[src/rtl/mc_host.sv]
// Matrix-engine host: accepts a command, streams a generated payload burst to the
// engine, then collects and summarises the engine's result words.
module mc_host #(
    parameter int unsigned TIMEOUT = 4095
) (
    input  logic        clk,
    input  logic        rst,
    input  logic        cmd_valid,
    output logic        cmd_ready,
    input  logic [2:0]  cmd_action,
    input  logic [1:0]  cmd_size,
    input  logic [31:0] cmd_seed,
    output logic        mc_in_valid,
    output logic [31:0] mc_in_data,
    output logic [1:0]  mc_size,
    output logic [2:0]  mc_action,
    input  logic        mc_out_valid,
    input  logic [31:0] mc_out_data,
    output logic        rsp_valid,
    input  logic        rsp_ready,
    output logic [10:0] rsp_count,
    output logic [31:0] rsp_sum,
    output logic [31:0] rsp_first,
    output logic        rsp_err,
    output logic        rsp_timeout
);
    localparam int unsigned TW = (TIMEOUT > 1) ? $clog2(TIMEOUT) : 1;

    typedef enum logic [2:0] {S_IDLE, S_SEND, S_WAIT, S_RECV, S_DONE} state_t;

    state_t        r_state;
    logic [1:0]    r_len;
    logic          r_len_valid;
    logic [31:0]   r_seed;
    logic [10:0]   r_nbeats;
    logic [10:0]   r_exp;
    logic [10:0]   r_beat;
    logic [TW-1:0] r_wait;

    logic          w_is_setup;
    logic          w_multi;
    logic          w_reject;
    logic [1:0]    w_len_code;
    logic [10:0]   w_square;
    logic [10:0]   w_nbeats;
    logic [10:0]   w_exp;

    // Setup takes its size from the command itself, everything else from stored LEN.
    always_comb begin
        w_is_setup = (cmd_action == 3'd4);
        w_multi    = cmd_action[2];
        w_reject   = (cmd_action == 3'd7) || (!w_is_setup && !r_len_valid);
        w_len_code = w_is_setup ? cmd_size : r_len;
        w_square   = 11'd16 << {w_len_code, 1'b0};
        w_nbeats   = w_multi ? w_square : 11'd1;
        w_exp      = (cmd_action == 3'd0) ? 11'd1 : w_square;
    end

    always_ff @(posedge clk) begin
        if (rst) begin
            r_state     <= S_IDLE;
            r_len       <= '0;
            r_len_valid <= 1'b0;
            r_seed      <= '0;
            r_nbeats    <= '0;
            r_exp       <= '0;
            r_beat      <= '0;
            r_wait      <= '0;
            cmd_ready   <= 1'b0;
            mc_in_valid <= 1'b0;
            mc_in_data  <= '0;
            mc_size     <= '0;
            mc_action   <= '0;
            rsp_valid   <= 1'b0;
            rsp_count   <= '0;
            rsp_sum     <= '0;
            rsp_first   <= '0;
            rsp_err     <= 1'b0;
            rsp_timeout <= 1'b0;
        end else begin
            case (r_state)
                S_IDLE: begin
                    if (cmd_ready && cmd_valid) begin
                        cmd_ready <= 1'b0;
                        r_seed    <= cmd_seed;
                        if (w_reject) begin
                            rsp_valid <= 1'b1;
                            rsp_err   <= 1'b1;
                            r_state   <= S_DONE;
                        end else begin
                            if (w_is_setup) begin
                                r_len       <= cmd_size;
                                r_len_valid <= 1'b1;
                            end
                            // Beat 0 is issued here so it appears one cycle after acceptance.
                            r_nbeats    <= w_nbeats;
                            r_exp       <= w_exp;
                            r_beat      <= 11'd1;
                            mc_in_valid <= 1'b1;
                            mc_in_data  <= w_multi ? cmd_seed : '0;
                            mc_action   <= cmd_action;
                            mc_size     <= w_len_code;
                            r_state     <= S_SEND;
                        end
                    end else begin
                        cmd_ready <= 1'b1;
                    end
                end
                S_SEND: begin
                    mc_action <= '0;
                    mc_size   <= '0;
                    if (r_beat == r_nbeats) begin
                        mc_in_valid <= 1'b0;
                        mc_in_data  <= '0;
                        r_wait      <= '0;
                        r_state     <= S_WAIT;
                    end else begin
                        mc_in_data <= r_seed + 32'(r_beat);
                        r_beat     <= r_beat + 11'd1;
                    end
                end
                S_WAIT: begin
                    if (mc_out_valid) begin
                        rsp_count <= 11'd1;
                        rsp_sum   <= mc_out_data;
                        rsp_first <= mc_out_data;
                        if (r_exp == 11'd1) begin
                            rsp_valid <= 1'b1;
                            r_state   <= S_DONE;
                        end else begin
                            r_state <= S_RECV;
                        end
                    end else if (r_wait == TW'(TIMEOUT - 1)) begin
                        rsp_timeout <= 1'b1;
                        rsp_valid   <= 1'b1;
                        r_state     <= S_DONE;
                    end else begin
                        r_wait <= r_wait + TW'(1);
                    end
                end
                S_RECV: begin
                    if (mc_out_valid) begin
                        rsp_count <= rsp_count + 11'd1;
                        rsp_sum   <= rsp_sum + mc_out_data;
                        if (rsp_count + 11'd1 == r_exp) begin
                            rsp_valid <= 1'b1;
                            r_state   <= S_DONE;
                        end
                    end else begin
                        rsp_err   <= 1'b1;
                        rsp_valid <= 1'b1;
                        r_state   <= S_DONE;
                    end
                end
                S_DONE: begin
                    if (rsp_ready) begin
                        rsp_valid   <= 1'b0;
                        rsp_count   <= '0;
                        rsp_sum     <= '0;
                        rsp_first   <= '0;
                        rsp_err     <= 1'b0;
                        rsp_timeout <= 1'b0;
                        cmd_ready   <= 1'b1;
                        r_state     <= S_IDLE;
                    end
                end
                default: r_state <= S_IDLE;
            endcase
        end
    end
endmodule

[config.mk]
export PLATFORM = sky130hd
export DESIGN_NAME = mc_host
export DESIGN_NICKNAME = d
export VERILOG_FILES = /design/src/rtl/mc_host.sv
export SDC_FILE = /design/constraint.sdc
export NUM_CORES = 1
export LEC_CHECK = 0
export BUFFER_PORTS_ARGS = -buffer_cell sky130_fd_sc_hd__buf_2
export CORE_MARGIN = 2
export CORE_UTILIZATION = 42
export CTS_CLUSTER_DIAMETER = 60
export DETAILED_ROUTE_END_ITERATION = 7
export PLACE_DENSITY = 0.61
export SYNTH_ARGS = -nofsm -noshare
export SYNTH_HDL_FRONTEND = slang
export SYNTH_SLANG_ARGS = --single-unit
export TNS_END_PERCENT = 10
[constraint.sdc]
create_clock -name clk -period 5.8 [get_ports clk]
set_clock_uncertainty 0.1 [all_clocks]
set_input_delay 0.29 -clock clk [delete_from_list [all_inputs] [get_ports clk]]
set_output_delay 0.29 -clock clk [all_outputs]
set_load 0.03 [all_outputs]
# Word level (Yosys, flattened, before mapping)

Index checks and enable logic that the tools add are counted.
W data, S select, Z words.

Add/sub/neg operators: 5
Eq/ne operators: 25
Shift operators: 1
Muxes and demuxes: 61
Bitwise logic cells: 1
Reduce and logical (&&, ||, !) cells: 28

Operators by type and width:

| kind                    | number |
|---|---|
| $mux W32                | 7 |
| $pmux W32 S2            | 2 |
| $pmux W32 S3            | 1 |
| $mux W11                | 8 |
| $mux W12                | 3 |
| $mux W3                 | 11 |
| $pmux W11 S3            | 1 |
| $add A32 B11 Y32        | 1 |
| $add A32 B32 Y32        | 1 |
| $ne A2 B2 Y1 const B    | 12 |
| $pmux W12 S2            | 1 |
| $reduce_and A4 Y1       | 6 |
| $add A11 B1 Y11 const B | 2 |
| $eq A11 B11 Y1          | 2 |
| $pmux W11 S2            | 1 |
| $mux W1                 | 15 |
| $pmux W3 S5             | 1 |
| $add A12 B1 Y12 const B | 1 |
| $eq A12 B12 Y1 const B  | 1 |
| $eq A11 B1 Y1 const B   | 1 |
| $shl A5 B3 Y11 const A  | 1 |
| $reduce_and A5 Y1       | 2 |
| $eq A3 B3 Y1 const B    | 3 |
| $ne A3 B3 Y1 const B    | 3 |
| other kinds (19)        | 34 |

Flip-flop bits (word level): 200
Input port bits: 74
Output and inout port bits: 117
Logic and storage cells: 140

# Logic depth before layout (Yosys ltp)

Depth after elaboration: 7
Depth in mapped cells: 11
Depth with buffers taken out: 11

# Worst setup path after synthesis

Ideal clock, no wire load.

Kind: reg-to-reg
Start point: register rsp_sum[0]
End point: register rsp_sum[26]
Setup time: 128 ps
Arrival: 2868 ps
Required time: 5572 ps
Setup slack: 2704 ps
Stages on the path, launching flop included: 12
Clock period less this slack: 3096 ps
Path through: dfxtp_1 ha_1 inv_1 fa_1 nor2b_1 o211ai_1 a31o_2 a2111oi_0 o31ai_1 xnor2_1 a222oi_1 nor2_1

Cells in the longest elaborated chain, start to end: 3

RTL lines:

| what                   | RTL line | text |
|---|---|---|
| from (decl)            | 22       | `output logic [31:0] rsp_sum,` |
| from (signal assigned) | 125      | `rsp_sum <= mc_out_data;` |
| from (signal assigned) | 144      | `rsp_sum <= rsp_sum + mc_out_data;` |
| $add A32 B32 Y32       | 144      |  |
| $mux W32               | 142      | `if (mc_out_valid) begin` |
| $pmux W32 S3           | 81       | `case (r_state)` |

No other way between the ends. The select of a mux whose other input is x is not followed.
A chain may end at the register's enable or synchronous reset.

# Worst setup path in the final report

Start point: input mc_out_data[0]
End point: register rsp_sum[26]

Cells in the longest elaborated chain, start to end: 3

RTL lines:

| what             | RTL line | text |
|---|---|---|
| from (decl)      | 18       | `input logic [31:0] mc_out_data,` |
| $add A32 B32 Y32 | 144      |  |
| $mux W32         | 142      |  |
| $pmux W32 S3     | 81       |  |

No other way between the ends. The select of a mux whose other input is x is not followed.

==> results.ini <==
[outcome]
status=finished, final reports clean

[critical_path]
crit_fanout=4
cp_data_arrival_time_ns=3.81
reg2reg_to=mc_in_data[8]
endpoint_kind=register
worstPathRequired_ns=5.99
r2r_cells=4
cp_slowest_cell=a2111oi_0
rrSetupSlack_ns=2.30
worstSetupPathType=input pin to register
start_kind=input pin
regToRegStartpoint=r_state[0]
cpLargestDelayFamily=compound AO/OA/AOI/OAI gates
max_stage_delay_ns=0.88
critical_path_buf_inv_count=3
path_cells=dlygate4sd3_1 -> buf_2 -> ha_1 -> inv_1 -> fa_1 -> nor2b_1 -> o211ai_1 -> a31o_2 -> a2111oi_0 -> o31ai_1 -> xnor2_1 -> a222oi_1 -> nor2_1

[grt]
antenna_found_initial=0
grt_max_degree=173
grt.total_usage_pct=23.5
grt_pass1_vias=9161
grt_pass1_wl_um=49000
grt-ovfl-total=0

[pwr]
power_mw=3.08
power_leakage_nw=4.89
p_per_area_mw_per_mm2=252
peakVddDrop_uv=168

[min_path]
hold-path-cell-count=3
holdCritPathClass=input pin to register
holdPathEnd=rsp_first[12]
min-delay-start=mc_out_data[12]

[clock_tree]
cts_setup_buffers=0
cts_tree=done
cts_buffers=17
clock_latency_ns=0.45
clk_path_buf_depth=2
root_buffer=clkbuf_16
cts_hold_buf=34
htree_levels=4
ctsResizeCount=0
cts.sinks=188
clkTransAtPathRegs_ns=0.08

[synth]
synthFlopType=dfxtp_1
synth_cells=1266
synth_edf_count=0
synthDistinctLibCells=68
yosysSeqAreaShare_pct=37.4
syn_avg_cell_area_um2=7.95
mappedNetlistArea_mm2=0.0101
ys_async_sr_fraction_pct=0
synth_seq_cells=188
syn-num-nets=1388
yosysWarnings=0

[floorplanning]
die_h_um=159
initial_core_util_pct=42.9
core-area_mm2=0.0235
rows=56
io_pins=191
die_area_mm2=0.0252
fp.dieW_um=159

[routing]
drtIter0Drc=839
ant_nets=0
wire_per_inst_um=16.9
drc=0
wl_um=30100
drt_first_pass_iters=8
vias_per_cell=5.62
vias=9994

[sta]
slew-limit-headroom_pct=24.0
final_hold_viol_count=0
post-route-min-period_ns=3.62
period_share_pct=62.4
clock.fmax_mhz=276
finalWorstSetupSlack_ns=2.18
rsz0062_at_grt=false
setup_viol=0
slew_viol_final=0
worst_pin_slew_ns=1.14
tns_ns=0

[placed_design]
place_area_mm2=0.0112
portBuffers=190
gp_congestion=0.924
dp_hpwl_um=21000
post-place-cells=1711
dpl_worst_slack_ns=2.35

[cells_and_area]
syn_to_final_growth_pct=21.3
final_nets=1567
drive_gt1_share_pct=17.1
diodes=0
final_area_mm2=0.0122
layoutNonFillerInstCount=1777

[job]
max-cap-violations=0

==> layout make-up <==
type | count | area (µm²)
inverter | 20 | 75.1
timing repair buffer | 233 | 1370
fill | 2280 | 11300
clock inverter | 15 | 219
tap | 319 | 399
sequential | 188 | 3760
multi-input combinational | 985 | 5960
clock buffer | 17 | 425
==> how the worst max path moves through the flow <==
stage / end / slack [ns] / startpoint / depth (start not counted)
final: rsp_sum[26] / 2.18 / mc_out_data[0] / 13
after global routing: rsp_sum[26] / 1.95 / mc_out_data[0] / 13
after CTS: rsp_sum[26] / 2.27 / mc_out_data[0] / 13
after detailed placement: mc_in_data[8] / 2.35 / r_state[0] / 4
after global placement: mc_in_data[8] / 2.40 / r_state[0] / 4
after floorplan: rsp_sum[26] / 2.70 / rsp_sum[0] / 11
==> cell usage in the layout (no fill, tap or decap), drive strengths merged, types with 24 or more instances in the layout <==
master	instances
nand4	24
a21oi	129
xor2	32
inv	26
dlygate4sd3	34
o21ai	45
nor3	29
buf	199
o22ai	26
dfxtp	188
nand3	42
nand2	176
xnor2	48
ha	46
nor2	146
a22oi	54
==> synthesized netlist by cell type (10+ instances only) <==
master / instances / area share (%)
nand4_1: 24 / 1.5
ha_1: 46 / 5.7
xnor2_1: 48 / 4.2
clkbuf_1: 64 / 2.4
nor3_1: 28 / 1.4
a22oi_1: 54 / 4.0
xor2_1: 32 / 2.8
a21o_1: 13 / 0.97
a211oi_1: 13 / 0.97
o21ai_0: 44 / 2.2
and3_1: 11 / 0.68
a222oi_1: 15 / 1.5
o22ai_1: 26 / 1.6
nand3_1: 42 / 2.1
nor2_1: 144 / 5.4
inv_1: 20 / 0.75
a21oi_1: 128 / 6.4
or3_1: 10 / 0.62
nand2_1: 176 / 6.6
dfxtp_1: 188 / 37
==> sequential cells by signal (all words and copies together) (netlist names) <==
signal / cells
rsp_valid: 1
rsp_timeout: 1
rsp_first: 32
r_beat: 11
r_state: 3
mc_in_valid: 1
r_nbeats: 5
mc_size: 2
r_len_valid: 1
r_len: 2
cmd_ready: 1
r_exp: 5
rsp_count: 11
r_wait: 12
mc_in_data: 32
r_seed: 32
rsp_err: 1
mc_action: 3
rsp_sum: 32
==> worst register-to-register path: cells and delay by family, from the launching register on <==
kind,cells,cell delay (ns)
simple gates,2,1.40
compound gates,2,1.23
flops,1,0.68
==> where the power goes <==
part	total [mW]	switching (mW)	internal [mW]
logic	0.433	0.282	0.151
clock network	1.28	0.609	0.670
registers	1.37	0.0383	1.33
==> stage by stage <==
stage / util, % / hold WS, ns
global placement: 47.8 / 0.335
detailed placement: 47.8 / 0.343
floorplan: - / 0.291
global route: 52.0 / 0.00642
CTS: 52.0 / 0.00220
finish: 52.0 / 0.0152
==> kinds of logic after synthesis <==
family,share of synthesized area [%]
AO/OA/AOI/OAI,23.1
multiplexers,0.808
XOR/XNOR,6.96
buffers and inverters,3.63
adder cells (fa/ha/maj),6.12
flip-flops,37.4
AND/OR/NAND/NOR,22.0
==> per-layer routing <==
layer | track usage, % | part of all wire [%] | routed length, µm
met2 | 35.9 | 43 | 13100
met1 | 34.4 | 49 | 14800
met4 | 5.88 | 1.4 | 425
met5 | 0 | 0 | 0
met3 | 4.05 | 6.1 | 1830
Note: power is estimated with default switching activity, not from simulation.
